$ cat config.mk
export PLATFORM = sky130hd
export DESIGN_NAME = muldiv_unit
export DESIGN_NICKNAME = d
export VERILOG_FILES = /design/src/rtl/muldiv_unit.sv
export SDC_FILE = /design/constraint.sdc
export NUM_CORES = 1
export LEC_CHECK = 0
export CELL_PAD_IN_SITES_DETAIL_PLACEMENT = 1
export CELL_PAD_IN_SITES_GLOBAL_PLACEMENT = 2
export CORE_MARGIN = 8
export CORE_UTILIZATION = 36
export DETAILED_ROUTE_END_ITERATION = 8
export GPL_ROUTABILITY_DRIVEN = 0
export HOLD_SLACK_MARGIN = 0.02
export PLACE_DENSITY = 0.88
export SLEW_MARGIN = 20
export SYNTH_ARGS = -nofsm -noshare
export SYNTH_HDL_FRONTEND = slang
export SYNTH_SLANG_ARGS = --single-unit
$ cat constraint.sdc
create_clock -name i_clk -period 10.1 [get_ports i_clk]
set_clock_uncertainty 0.2 [all_clocks]
set_input_delay 2.02 -clock i_clk [delete_from_list [all_inputs] [get_ports i_clk]]
set_output_delay 2.02 -clock i_clk [all_outputs]
set_load 0.02 [all_outputs]
$ cat src/rtl/muldiv_unit.sv
// Multicycle radix-2 multiply/divide unit with start/busy/done handshake and sticky divide-by-zero flag.
// Optional macro MULDIV_UNSIGNED_EN enables op[1] as the unsigned-mode select; otherwise all operations are signed.
module muldiv_unit #(
  parameter int WIDTH = 32
) (
  input  logic             i_clk,
  input  logic             i_reset,
  input  logic             i_start,
  input  logic [1:0]       i_op,
  input  logic [WIDTH-1:0] i_a,
  input  logic [WIDTH-1:0] i_b,
  output logic             o_busy,
  output logic             o_done,
  output logic [WIDTH-1:0] o_hi,
  output logic [WIDTH-1:0] o_lo,
  output logic             o_div_zero
);

  localparam int CW = (WIDTH > 2) ? $clog2(WIDTH) : 1;

  // state | meaning
  // IDLE  | waiting for start; operands latched on acceptance
  // PREP  | take magnitudes, record result signs, detect divide by zero
  // RUN   | one radix-2 shift-add / shift-subtract step per cycle
  // FIX   | sign-correct, write hi/lo, raise done
  typedef enum logic [1:0] {S_IDLE, S_PREP, S_RUN, S_FIX} state_t;

  state_t             r_state;
  state_t             w_next;
  logic               r_is_div;
  logic [WIDTH-1:0]   r_a;
  logic [WIDTH-1:0]   r_b;
  logic [2*WIDTH-1:0] r_acc;
  logic [CW-1:0]      r_cnt;
  logic               r_neg_lo;
  logic               r_neg_hi;
  logic               r_dz;
  logic               r_done;
  logic               r_div_zero;
  logic [WIDTH-1:0]   r_hi;
  logic [WIDTH-1:0]   r_lo;

  logic               w_signed;
  logic               w_a_neg;
  logic               w_b_neg;
  logic [WIDTH-1:0]   w_mag_a;
  logic [WIDTH-1:0]   w_mag_b;
  logic [WIDTH:0]     w_mul_sum;
  logic [2*WIDTH-1:0] w_mul_step;
  logic [WIDTH:0]     w_shift;
  logic [WIDTH:0]     w_diff;
  logic [2*WIDTH-1:0] w_div_step;
  logic [2*WIDTH-1:0] w_prod;
  logic [WIDTH-1:0]   w_rem;
  logic [WIDTH-1:0]   w_quo;
  logic [WIDTH-1:0]   w_res_hi;
  logic [WIDTH-1:0]   w_res_lo;

`ifdef MULDIV_UNSIGNED_EN
  logic r_uns;
  always_ff @(posedge i_clk or posedge i_reset) begin
    if (i_reset) r_uns <= 1'b0;
    else if (r_state == S_IDLE && i_start) r_uns <= i_op[1];
  end
  assign w_signed = ~r_uns;
`else
  logic w_unused_op;
  assign w_unused_op = i_op[1];
  assign w_signed    = 1'b1;
`endif

  assign w_a_neg = w_signed & r_a[WIDTH-1];
  assign w_b_neg = w_signed & r_b[WIDTH-1];
  assign w_mag_a = w_a_neg ? -r_a : r_a;
  assign w_mag_b = w_b_neg ? -r_b : r_b;

  // Multiply: r_acc = {partial product, remaining multiplier bits}, multiplicand magnitude in r_a.
  assign w_mul_sum  = {1'b0, r_acc[2*WIDTH-1:WIDTH]} + {1'b0, (r_acc[0] ? r_a : '0)};
  assign w_mul_step = {w_mul_sum, r_acc[WIDTH-1:1]};

  // Divide: r_acc = {remainder, dividend/quotient}, divisor magnitude in r_b.
  assign w_shift    = {r_acc[2*WIDTH-1:WIDTH], r_acc[WIDTH-1]};
  assign w_diff     = w_shift - {1'b0, r_b};
  assign w_div_step = {(w_diff[WIDTH] ? w_shift[WIDTH-1:0] : w_diff[WIDTH-1:0]),
                       r_acc[WIDTH-2:0], ~w_diff[WIDTH]};

  assign w_prod   = r_neg_lo ? -r_acc : r_acc;
  assign w_rem    = r_acc[2*WIDTH-1:WIDTH];
  assign w_quo    = r_acc[WIDTH-1:0];
  assign w_res_hi = r_is_div ? (r_neg_hi ? -w_rem : w_rem) : w_prod[2*WIDTH-1:WIDTH];
  assign w_res_lo = r_is_div ? (r_neg_lo ? -w_quo : w_quo) : w_prod[WIDTH-1:0];

  always_ff @(posedge i_clk or posedge i_reset) begin
    if (i_reset) r_state <= S_IDLE;
    else         r_state <= w_next;
  end

  always_comb begin
    w_next = r_state;
    case (r_state)
      S_IDLE:  if (i_start) w_next = S_PREP;
      S_PREP:  w_next = (r_is_div && r_b == '0) ? S_FIX : S_RUN;
      S_RUN:   if (r_cnt == '0) w_next = S_FIX;
      S_FIX:   w_next = S_IDLE;
      default: w_next = S_IDLE;
    endcase
  end

  always_ff @(posedge i_clk or posedge i_reset) begin
    if (i_reset) begin
      r_is_div   <= 1'b0;
      r_a        <= '0;
      r_b        <= '0;
      r_acc      <= '0;
      r_cnt      <= '0;
      r_neg_lo   <= 1'b0;
      r_neg_hi   <= 1'b0;
      r_dz       <= 1'b0;
      r_done     <= 1'b0;
      r_div_zero <= 1'b0;
      r_hi       <= '0;
      r_lo       <= '0;
    end else begin
      r_done <= 1'b0;
      case (r_state)
        S_IDLE: begin
          if (i_start) begin
            r_a        <= i_a;
            r_b        <= i_b;
            r_is_div   <= i_op[0];
            r_div_zero <= 1'b0;
          end
        end
        S_PREP: begin
          r_dz     <= r_is_div && (r_b == '0);
          r_neg_lo <= w_a_neg ^ w_b_neg;
          r_neg_hi <= w_a_neg;
          r_a      <= w_mag_a;
          r_b      <= w_mag_b;
          r_acc    <= {{WIDTH{1'b0}}, (r_is_div ? w_mag_a : w_mag_b)};
          r_cnt    <= CW'(WIDTH - 1);
        end
        S_RUN: begin
          r_acc <= r_is_div ? w_div_step : w_mul_step;
          r_cnt <= r_cnt - CW'(1);
        end
        S_FIX: begin
          r_done <= 1'b1;
          if (r_dz) begin
            r_div_zero <= 1'b1;
          end else begin
            r_hi <= w_res_hi;
            r_lo <= w_res_lo;
          end
        end
        default: ;
      endcase
    end
  end

  assign o_busy     = (r_state != S_IDLE);
  assign o_done     = r_done;
  assign o_hi       = r_hi;
  assign o_lo       = r_lo;
  assign o_div_zero = r_div_zero;

endmodule

==> impl_metrics.yaml, run 1 <==
outcome:
  status: "finished, final reports clean"
synth:
  ys_types: 73
  netlist_area_sq_mm: 0.01590
  synth_compound_area_frac: 0.2275
  synth_xor_area_frac: 0.09421
  ys.flop_type: "dfrtp_1"
  synth_largest_area_cell: "dfrtp_1"
  synth_top_family_by_area: "compound AO/OA/AOI/OAI gates"
  synth_edf_count: 0
  async_flop_share: 1.000
  synth_top_area_frac: 0.3227
  ys_ff_latch: 205
  synth.avg_cell_area_sq_um: 8.237
  synth_cells: 1930
  synth_nets: 2075
  synth-simple-area-share: 0.1786
  yosysWarnings: 0
  synth_adder_area_share: 0.06076
  ys_seq_area_frac: 0.3227
  synthTopCellsByArea: "dfrtp_1 32%, xnor2_1 6.1%, o21ai_0 6.1%"
  synthMuxAreaShare: 0.07037
cts:
  clk_root_buffer_cell: "clkbuf_16"
  clock_latency_ns: 0.57
  h-tree-depth: 1
  numCtsBuffers: 26
  cts_sinks: 205
  cts_setup_buffers: 0
  path_clk_slew_ns: 0.06
  cts_resized: 0
  ctsHoldBuffers: 0
  cts.path.max_buffers: 3
  tritoncts: "yes"
layout:
  syn2layout_area_growth_pct: 17.17
  drive_gt1_frac: 0.05765
  final_cell_mix: "242 x nand2_1, 204 x dfrtp_1, 193 x o21ai_0"
  nets: 2139
  n_fill_cell: 5256
  final_common_cell: "nand2_1"
grt:
  grt_overflow: 0
  grt_first_pass_wirelength_microns: 93450
  antenna_found_initial: 0
  grtUsageTotal: 0.2329
  grt_max_degree: 129
  grt_pass1_vias: 15590
die:
  dieArea_sq_mm: 0.05114
  chipHeight_microns: 226.1
  rows: 77
  pin_count: 136
  dieWidth_microns: 226.1
  initial_utilization: 0.3618
  coreArea_sq_mm: 0.04393
hold_path:
  worst_hold_path_type: "reg -> reg"
  hold_depth: 2
  whs_endpoint: "o_hi[31]$_DFFE_PP0P_"
  min_from: "o_hi[31]$_DFFE_PP0P_"
sta:
  hold_viol: 0
  drv_slew: 0
  rsz0062_at_grt: "no"
  finalSetupTns_ns: 0
  fin_crit_ns: 4.827
  finalSetupViolations: 0
  max_freq_mhz: 207.2
  slew_headroom: 0.2601
  tightest_slew_ns: 1.107
  min_period_over_period: 0.4779
route:
  wl_microns: 60820
  routedWlPerCell_microns: 23.35
  ant_nets: 0
  vias_per_cell: 5.885
  drt_iter0_markers: 1253
  drc_errors: 0
  dr.pass1.iters: 5
  vias: 15330
flow_run:
  cap_violations: 0
setup_path:
  crit_path_max_fanout: 44
  start_kind: "flip-flop"
  worstReg2RegStart: "r_acc[40]$_DFFE_PP0P_"
  critical_path_class: "reg -> reg"
  cp_slowest_cell: "a2111oi_1"
  ff2ff_setup_slack_ns: 5.27
  end_kind: "flip-flop"
  r2r_end: "r_acc[36]$_DFFE_PP0P_"
  r2r_cells: 11
  cp.required_ns: 10.34
  cp_cell_sequence: "ha_1, a21oi_1, o21ai_0, a2111oi_1, a211oi_1, or3_1, nand3_2, buf_4, mux2i_1, nor2_1, a221o_1"
  max_stage_delay_ns: 1.00
  arrival_ns: 5.07
placement:
  port_buffers: 134
  place_hpwl_microns: 45680
==> routing by layer <==
layer  wire length [microns]  track usage  vias up
met1                   26940       0.3153     7714
li1                        -            -     7030
met2                   27930       0.3761      472
met5                       0            0        -
met4                    2312      0.08769        0
met3                    3633      0.03065      114
==> worst max-delay path, delay by kind of cell (launching register included) <==
family	cells	cell delay, ns
compound gates	5	2.07
simple gates	3	0.64
flops	1	0.64
buf+inv	1	0.47
fa+ha+maj	1	0.40
mux	1	0.24
==> worst max path at each step <==
stage	start	cells after the start	end	slack, ns
after global placement	i_start	6	r_a[0]$_DFFE_PP0P_	5.20
after detailed placement	i_start	6	r_b[0]$_DFFE_PP0P_	5.18
final	r_acc[40]$_DFFE_PP0P_	11	r_acc[36]$_DFFE_PP0P_	5.27
after CTS	r_acc[40]$_DFFE_PP0P_	11	r_acc[56]$_DFFE_PP0P_	5.39
after global routing	r_acc[40]$_DFFE_PP0P_	11	r_acc[36]$_DFFE_PP0P_	5.06
after floorplan	i_reset	1	o_div_zero$_DFFE_PP0P_	2.28
==> synthesized netlist by cell type (10+ instances only) <==
library cell and count:
o21a_1 12, a21oi_1 144, a211oi_1 10, clkbuf_1 96, and2_1 37, xnor2_1 111, nand2_1 243, xor2_1 60
mux4_2 21, o21ai_0 193, o22ai_1 37, ha_1 74, nor2_1 154, a21o_1 34, o221ai_1 20, nor3_1 37
a31oi_1 17, nand2b_1 15, o31ai_1 32, mux2_2 12, inv_1 77, mux2i_1 51, nand3_1 34, nor2b_1 17
or4_1 10, or3_1 14, o211ai_1 18, dfrtp_1 205
==> registers in the layout, indices dropped and copies added (netlist names) <==
name and count:
o_div_zero 1, o_done 1, o_hi 32, o_lo 32, r_a 32, r_acc 64
r_b 32, r_cnt 5, r_dz 1, r_is_div 1, r_neg_hi 1, r_neg_lo 1
r_state 2
==> layout make-up <==
| cell class | instances | area, sq um | area share |
|---|---|---|---|
| clock inverter | 7 | 127.6 | 0.006852 |
| timing repair buffer | 148 | 1450 | 0.07785 |
| inverter | 80 | 307.8 | 0.01652 |
| clock buffer | 39 | 769.5 | 0.04131 |
| antenna | 1 | 2.502 | 0.0001343 |
| sequential | 205 | 5131 | 0.2755 |
| multi-input combinational | 1533 | 10100 | 0.5421 |
| tap | 592 | 740.7 | 0.03977 |
==> through the flow <==
stage          instances  hold slack [ns]  cell area, sq um  utilization  setup slack, ns
2_1_floorplan       1930           0.2498             15900            -            2.284
3_3_place_gp        2558           0.2606             17710       0.4032            5.201
3_5_place_dp        2558           0.2691             17710       0.4032            5.178
4_1_cts             2604           0.2819             18610       0.4236            5.393
5_1_grt             2604           0.3002             18620       0.4239            5.059
6_report            2605           0.2774             18630       0.4240            5.273
==> cells by family (layout without fill, tap and decap cells) <==
| kind of cell | Yosys count | after routing |
|---|---|---|
| multiplexers | 84 | 84 |
| AO/OA/AOI/OAI | 588 | 588 |
| XOR/XNOR | 171 | 171 |
| other | 0 | 1 |
| flip-flops | 205 | 205 |
| adder cells (fa/ha/maj) | 76 | 76 |
| buffers and inverters | 192 | 274 |
| AND/OR/NAND/NOR | 614 | 614 |
Power of run 1 is left out: the tool's default activity adds up to more than one toggle a clock period on the data nets, which glitch-free logic cannot reach.
==> run 2, diff against run 1 <==
--- a/config.mk
+++ b/config.mk
@@ -8,11 +8,11 @@
 export CELL_PAD_IN_SITES_DETAIL_PLACEMENT = 1
 export CELL_PAD_IN_SITES_GLOBAL_PLACEMENT = 2
 export CORE_MARGIN = 8
-export CORE_UTILIZATION = 36
+export CORE_UTILIZATION = 33
 export DETAILED_ROUTE_END_ITERATION = 8
 export GPL_ROUTABILITY_DRIVEN = 0
 export HOLD_SLACK_MARGIN = 0.02
-export PLACE_DENSITY = 0.88
+export PLACE_DENSITY = 0.85
 export SLEW_MARGIN = 20
 export SYNTH_ARGS = -nofsm -noshare
 export SYNTH_HDL_FRONTEND = slang
==> constraint.sdc (replaced) <==
create_clock -name i_clk -period 3.9 [get_ports i_clk]
set_clock_uncertainty 0.2 [all_clocks]
set_input_delay 0.78 -clock i_clk [delete_from_list [all_inputs] [get_ports i_clk]]
set_output_delay 0.78 -clock i_clk [all_outputs]
set_load 0.02 [all_outputs]
==> impl_metrics.yaml, run 2 (synthesis results as in run 1) <==
grt:
  grt_overflow: 0
  antenna_found_initial: 0
  grtUsageTotal: 0.2212
  grt_max_degree: 130
  grt_pass1_vias: 15730
  grt_first_pass_wirelength_microns: 97290
sta:
  hold-worst-slack_ns: 0.2781
  finalSetupTns_ns: 0
  layout_setup_ws_ns: 0.1765
  fin_crit_ns: 3.723
  slew_headroom: 0.3899
  tightest_slew_ns: 0.9130
  drv_slew: 0
  hold_viol: 0
  min_period_over_period: 0.9547
  max_freq_mhz: 268.6
  rsz0062_at_grt: "no"
  finalSetupViolations: 0
layout:
  drive_gt1_frac: 0.09222
  final_cell_mix: "242 x nand2_1, 204 x dfrtp_1, 193 x o21ai_0"
  largest_register_ffs: 64
  nets: 2207
  largest-register: "r_acc"
  diodes: 0
  syn2layout_area_growth_pct: 21.62
  final_common_cell: "nand2_1"
route:
  drc_errors: 0
  dr.pass1.iters: 5
  drt_iter0_markers: 1344
  vias_per_cell: 5.771
  wl_microns: 63680
  routedWlPerCell_microns: 23.61
  ant_nets: 0
  vias: 15560
setup_path:
  critPathBufInv: 1
  max_stage_delay_ns: 0.47
  cp.required_ns: 4.20
  end_kind: "flip-flop"
  cp_slowest_cell: "dfrtp_1"
  crit_path_max_fanout: 19
  critical_path_class: "reg -> reg"
  arrival_ns: 4.02
  cp_cell_sequence: "buf_12, and2_1, ha_1, a21oi_1, a21oi_1, a311o_1, or3b_2, o211ai_1, a21bo_2, mux2_2, o221ai_1, a21o_1"
  cpLargestDelayFamily: "compound AO/OA/AOI/OAI gates"
  path_common_cell: "a21oi_1"
  start_kind: "flip-flop"
cts:
  numCtsBuffers: 27
  h-tree-depth: 1
  cts.path.max_buffers: 3
  path_clk_slew_ns: 0.06
  clk_root_buffer_cell: "clkbuf_16"
  cts_sinks: 205
  clock_latency_ns: 0.58
  cts_setup_buffers: 0
  tritoncts: "yes"
die:
  dieArea_sq_mm: 0.05545
  coreArea_sq_mm: 0.04765
  initial_utilization: 0.3336
  pin_count: 136
  rows: 80
  chipHeight_microns: 235.5
  dieWidth_microns: 235.5
placement:
  place_hpwl_microns: 49540
  port_buffers: 134
  preCtsSetupSlack_ns: 0.1124
outcome:
  status: "finished, final reports clean"
hold_path:
  worst_hold_path_type: "reg -> reg"
flow_run:
  cap_violations: 0
## run 2: what timing repair did
item,in CTS,in global routing
hold buffers,0,0
gates resized for setup,0,3
endpoints found under the setup margin,0,24
## run 2: tightest hold or removal path: stages (launching register included)
cell and delay, ns:
dfrtp_1 0.34, nand2_1 0.05, o21ai_0 0.06
## run 2: worst paths after layout
kind	slack (ns)	startpoint	cells after the start	endpoint
max in group asynchronous	2.26	i_reset	3	r_acc[57]$_DFFE_PP0P_
worst min register to register	0.28	o_hi[9]$_DFFE_PP0P_	2	o_hi[9]$_DFFE_PP0P_
min in group asynchronous	0.50	i_reset	3	o_lo[6]$_DFFE_PP0P_
worst max-delay path	0.18	r_acc[0]$_DFFE_PP0P_	12	r_acc[61]$_DFFE_PP0P_
worst max register to register	0.18	r_acc[0]$_DFFE_PP0P_	12	r_acc[61]$_DFFE_PP0P_
worst min-delay path	0.28	o_hi[9]$_DFFE_PP0P_	2	o_hi[9]$_DFFE_PP0P_
## run 2: metal layers
metal,part of all wire,up-vias,GRT usage
li1,-,7171,-
met1,0.46,7760,0.3160
met2,0.44,544,0.3445
met3,0.062,89,0.02715
met4,0.033,0,0.06858
met5,0,-,0
## run 2: final cells by class
type,instances,area (sq um)
multi-input combinational,1533,10110
sequential,205,5131
tap,615,769.5
clock buffer,36,769.5
inverter,80,304.0
fill,5687,28310
clock inverter,13,237.7
timing repair buffer,215,2012
## run 2: metrics by stage
stage	util	instance area, sq um	std cells
final	0.4058	19330	2697
after global placement	0.3842	18300	2648
after global routing	0.4058	19330	2697
after CTS	0.4053	19310	2697
after detailed placement	0.3842	18300	2648
after floorplan	-	15900	1930
Power of run 2 is left out for the same reason.
==> run 3, diff against run 2 <==
--- a/config.mk
+++ b/config.mk
@@ -5,15 +5,17 @@
 export SDC_FILE = /design/constraint.sdc
 export NUM_CORES = 1
 export LEC_CHECK = 0
-export CELL_PAD_IN_SITES_DETAIL_PLACEMENT = 1
+export CELL_PAD_IN_SITES_DETAIL_PLACEMENT = 2
 export CELL_PAD_IN_SITES_GLOBAL_PLACEMENT = 2
 export CORE_MARGIN = 8
 export CORE_UTILIZATION = 33
 export DETAILED_ROUTE_END_ITERATION = 8
 export GPL_ROUTABILITY_DRIVEN = 0
 export HOLD_SLACK_MARGIN = 0.02
+export MAX_ROUTING_LAYER = met4
 export PLACE_DENSITY = 0.85
 export SLEW_MARGIN = 20
 export SYNTH_ARGS = -nofsm -noshare
 export SYNTH_HDL_FRONTEND = slang
 export SYNTH_SLANG_ARGS = --single-unit
+export TNS_END_PERCENT = 20
==> impl_metrics.yaml, run 3 (synthesis results as in run 1) <==
outcome:
  status: "finished, final reports clean"
placement:
  port_buffers: 134
  place_hpwl_microns: 55960
route:
  dr.pass1.iters: 5
  drt_iter0_markers: 1446
  wl_microns: 76610
  vias: 16560
  routedWlPerCell_microns: 28.44
  drc_errors: 0
  vias_per_cell: 6.146
  ant_nets: 0
grt:
  grt_pass1_vias: 18110
  grtUsageTotal: 0.2721
  grt_max_degree: 130
  grt_first_pass_wirelength_microns: 116200
  grt_overflow: 0
  antenna_found_initial: 1
die:
  dieWidth_microns: 235.5
  coreArea_sq_mm: 0.04765
  dieArea_sq_mm: 0.05545
  chipHeight_microns: 235.5
  initial_utilization: 0.3336
  pin_count: 136
  rows: 80
layout:
  drive_gt1_frac: 0.09192
  largest-register: "r_acc"
  largest_register_ffs: 64
  final_common_cell: "nand2_1"
  nets: 2207
  final_cell_mix: "242 x nand2_1, 203 x dfrtp_1, 192 x o21ai_0"
  syn2layout_area_growth_pct: 20.73
cts:
  cts.path.max_buffers: 3
  ctsHoldBuffers: 0
  h-tree-depth: 1
  path_clk_slew_ns: 0.06
  clock_latency_ns: 0.59
  clk_root_buffer_cell: "clkbuf_16"
  tritoncts: "yes"
  numCtsBuffers: 27
  cts_setup_buffers: 0
  cts_sinks: 205
sta:
  fin_crit_ns: 3.879
  drv_slew: 0
  finalSetupViolations: 0
  min_period_over_period: 0.9947
  hold_viol: 0
  max_freq_mhz: 257.8
  slew_headroom: 0.2557
  hold-worst-slack_ns: 0.2857
  tightest_slew_ns: 1.112
hold_path:
  worst_hold_path_type: "reg -> reg"
  hold_depth: 2
setup_path:
  max_stage_delay_ns: 0.43
  cp_slowest_cell: "fa_1"
  critical_path_class: "reg -> reg"
  end_kind: "flip-flop"
  crit_path_max_fanout: 21
  ff2ff_setup_slack_ns: 0.02
  arrival_ns: 4.10
  r2r_cells: 13
  cp_cell_sequence: "inv_1, ha_1, fa_1, nor2b_1, o31ai_1, a21bo_2, a211oi_4, or3_1, nand3_2, buf_12, buf_4, o211ai_1, o221ai_1"
  cp.required_ns: 4.12
  start_kind: "flip-flop"
flow_run:
  cap_violations: 0
## run 3: cell types whose count changed in the layout (fill, tap and decap cells not counted), moves of 2 or more
cell / change
a211oi_1: -2
a21oi_1: -2
a21oi_2: +2
clkinvlp_4: +2
clkbuf_8: -3
bufinv_16: -5
## run 3: per-layer routing
metal	share of wire	GRT usage	wire [microns]	up-vias
met1	0.43	0.3473	32770	8544
met5	0	-	0	-
met2	0.46	0.4266	35080	682
met4	0.052	0.1236	3965	0
met3	0.063	0.03734	4796	171
li1	-	-	-	7161
## run 3: per-stage QoR
stage	utilization	cell area (sq um)	TNS, ns	instances	worst slack [ns]
2_1_floorplan	-	15900	0	1930	0.2617
3_3_place_gp	0.3842	18300	0	2648	0.1359
3_5_place_dp	0.3842	18300	-0.1690	2648	-0.1404
4_1_cts	0.4019	19150	0	2693	0.01630
5_1_grt	0.4028	19190	-0.01397	2694	-0.01032
6_report	0.4028	19190	0	2694	0.02075
## run 3: repair_timing
item	in CTS	in global routing
resized for setup	3	7
gates cloned	0	0
endpoints found under the setup margin	10	17
## run 3: final timing paths
kind | startpoint | endpoint
max reg2reg | r_acc[31]$_DFFE_PP0P_ | r_acc[50]$_DFFE_PP0P_
min | o_hi[17]$_DFFE_PP0P_ | o_hi[17]$_DFFE_PP0P_
min in group asynchronous | i_reset | o_lo[14]$_DFFE_PP0P_
max in group asynchronous | i_reset | r_acc[59]$_DFFE_PP0P_
min reg2reg | o_hi[17]$_DFFE_PP0P_ | o_hi[17]$_DFFE_PP0P_
max | r_acc[31]$_DFFE_PP0P_ | r_acc[50]$_DFFE_PP0P_
## run 3: layout make-up
| cell class | count | area (sq um) |
|---|---|---|
| Fill cell | 5321 | 28450 |
| Multi-Input combinational cell | 1533 | 10130 |
| Sequential cell | 205 | 5132 |
| Timing Repair Buffer | 215 | 2012 |
| Tap cell | 615 | 769.5 |
| Clock buffer | 34 | 732.0 |
| Inverter | 80 | 304.0 |
| Clock inverter | 11 | 107.6 |
| Antenna cell | 1 | 2.502 |
## run 3: critical path, delay by kind of cell, from the launching register on
kind	cells	cell delay [ns]
buf+inv	3	0.53
compound gates	5	1.21
flops	1	0.41
simple gates	3	0.68
fa+ha+maj	2	0.70
Power of run 3 is left out for the same reason.
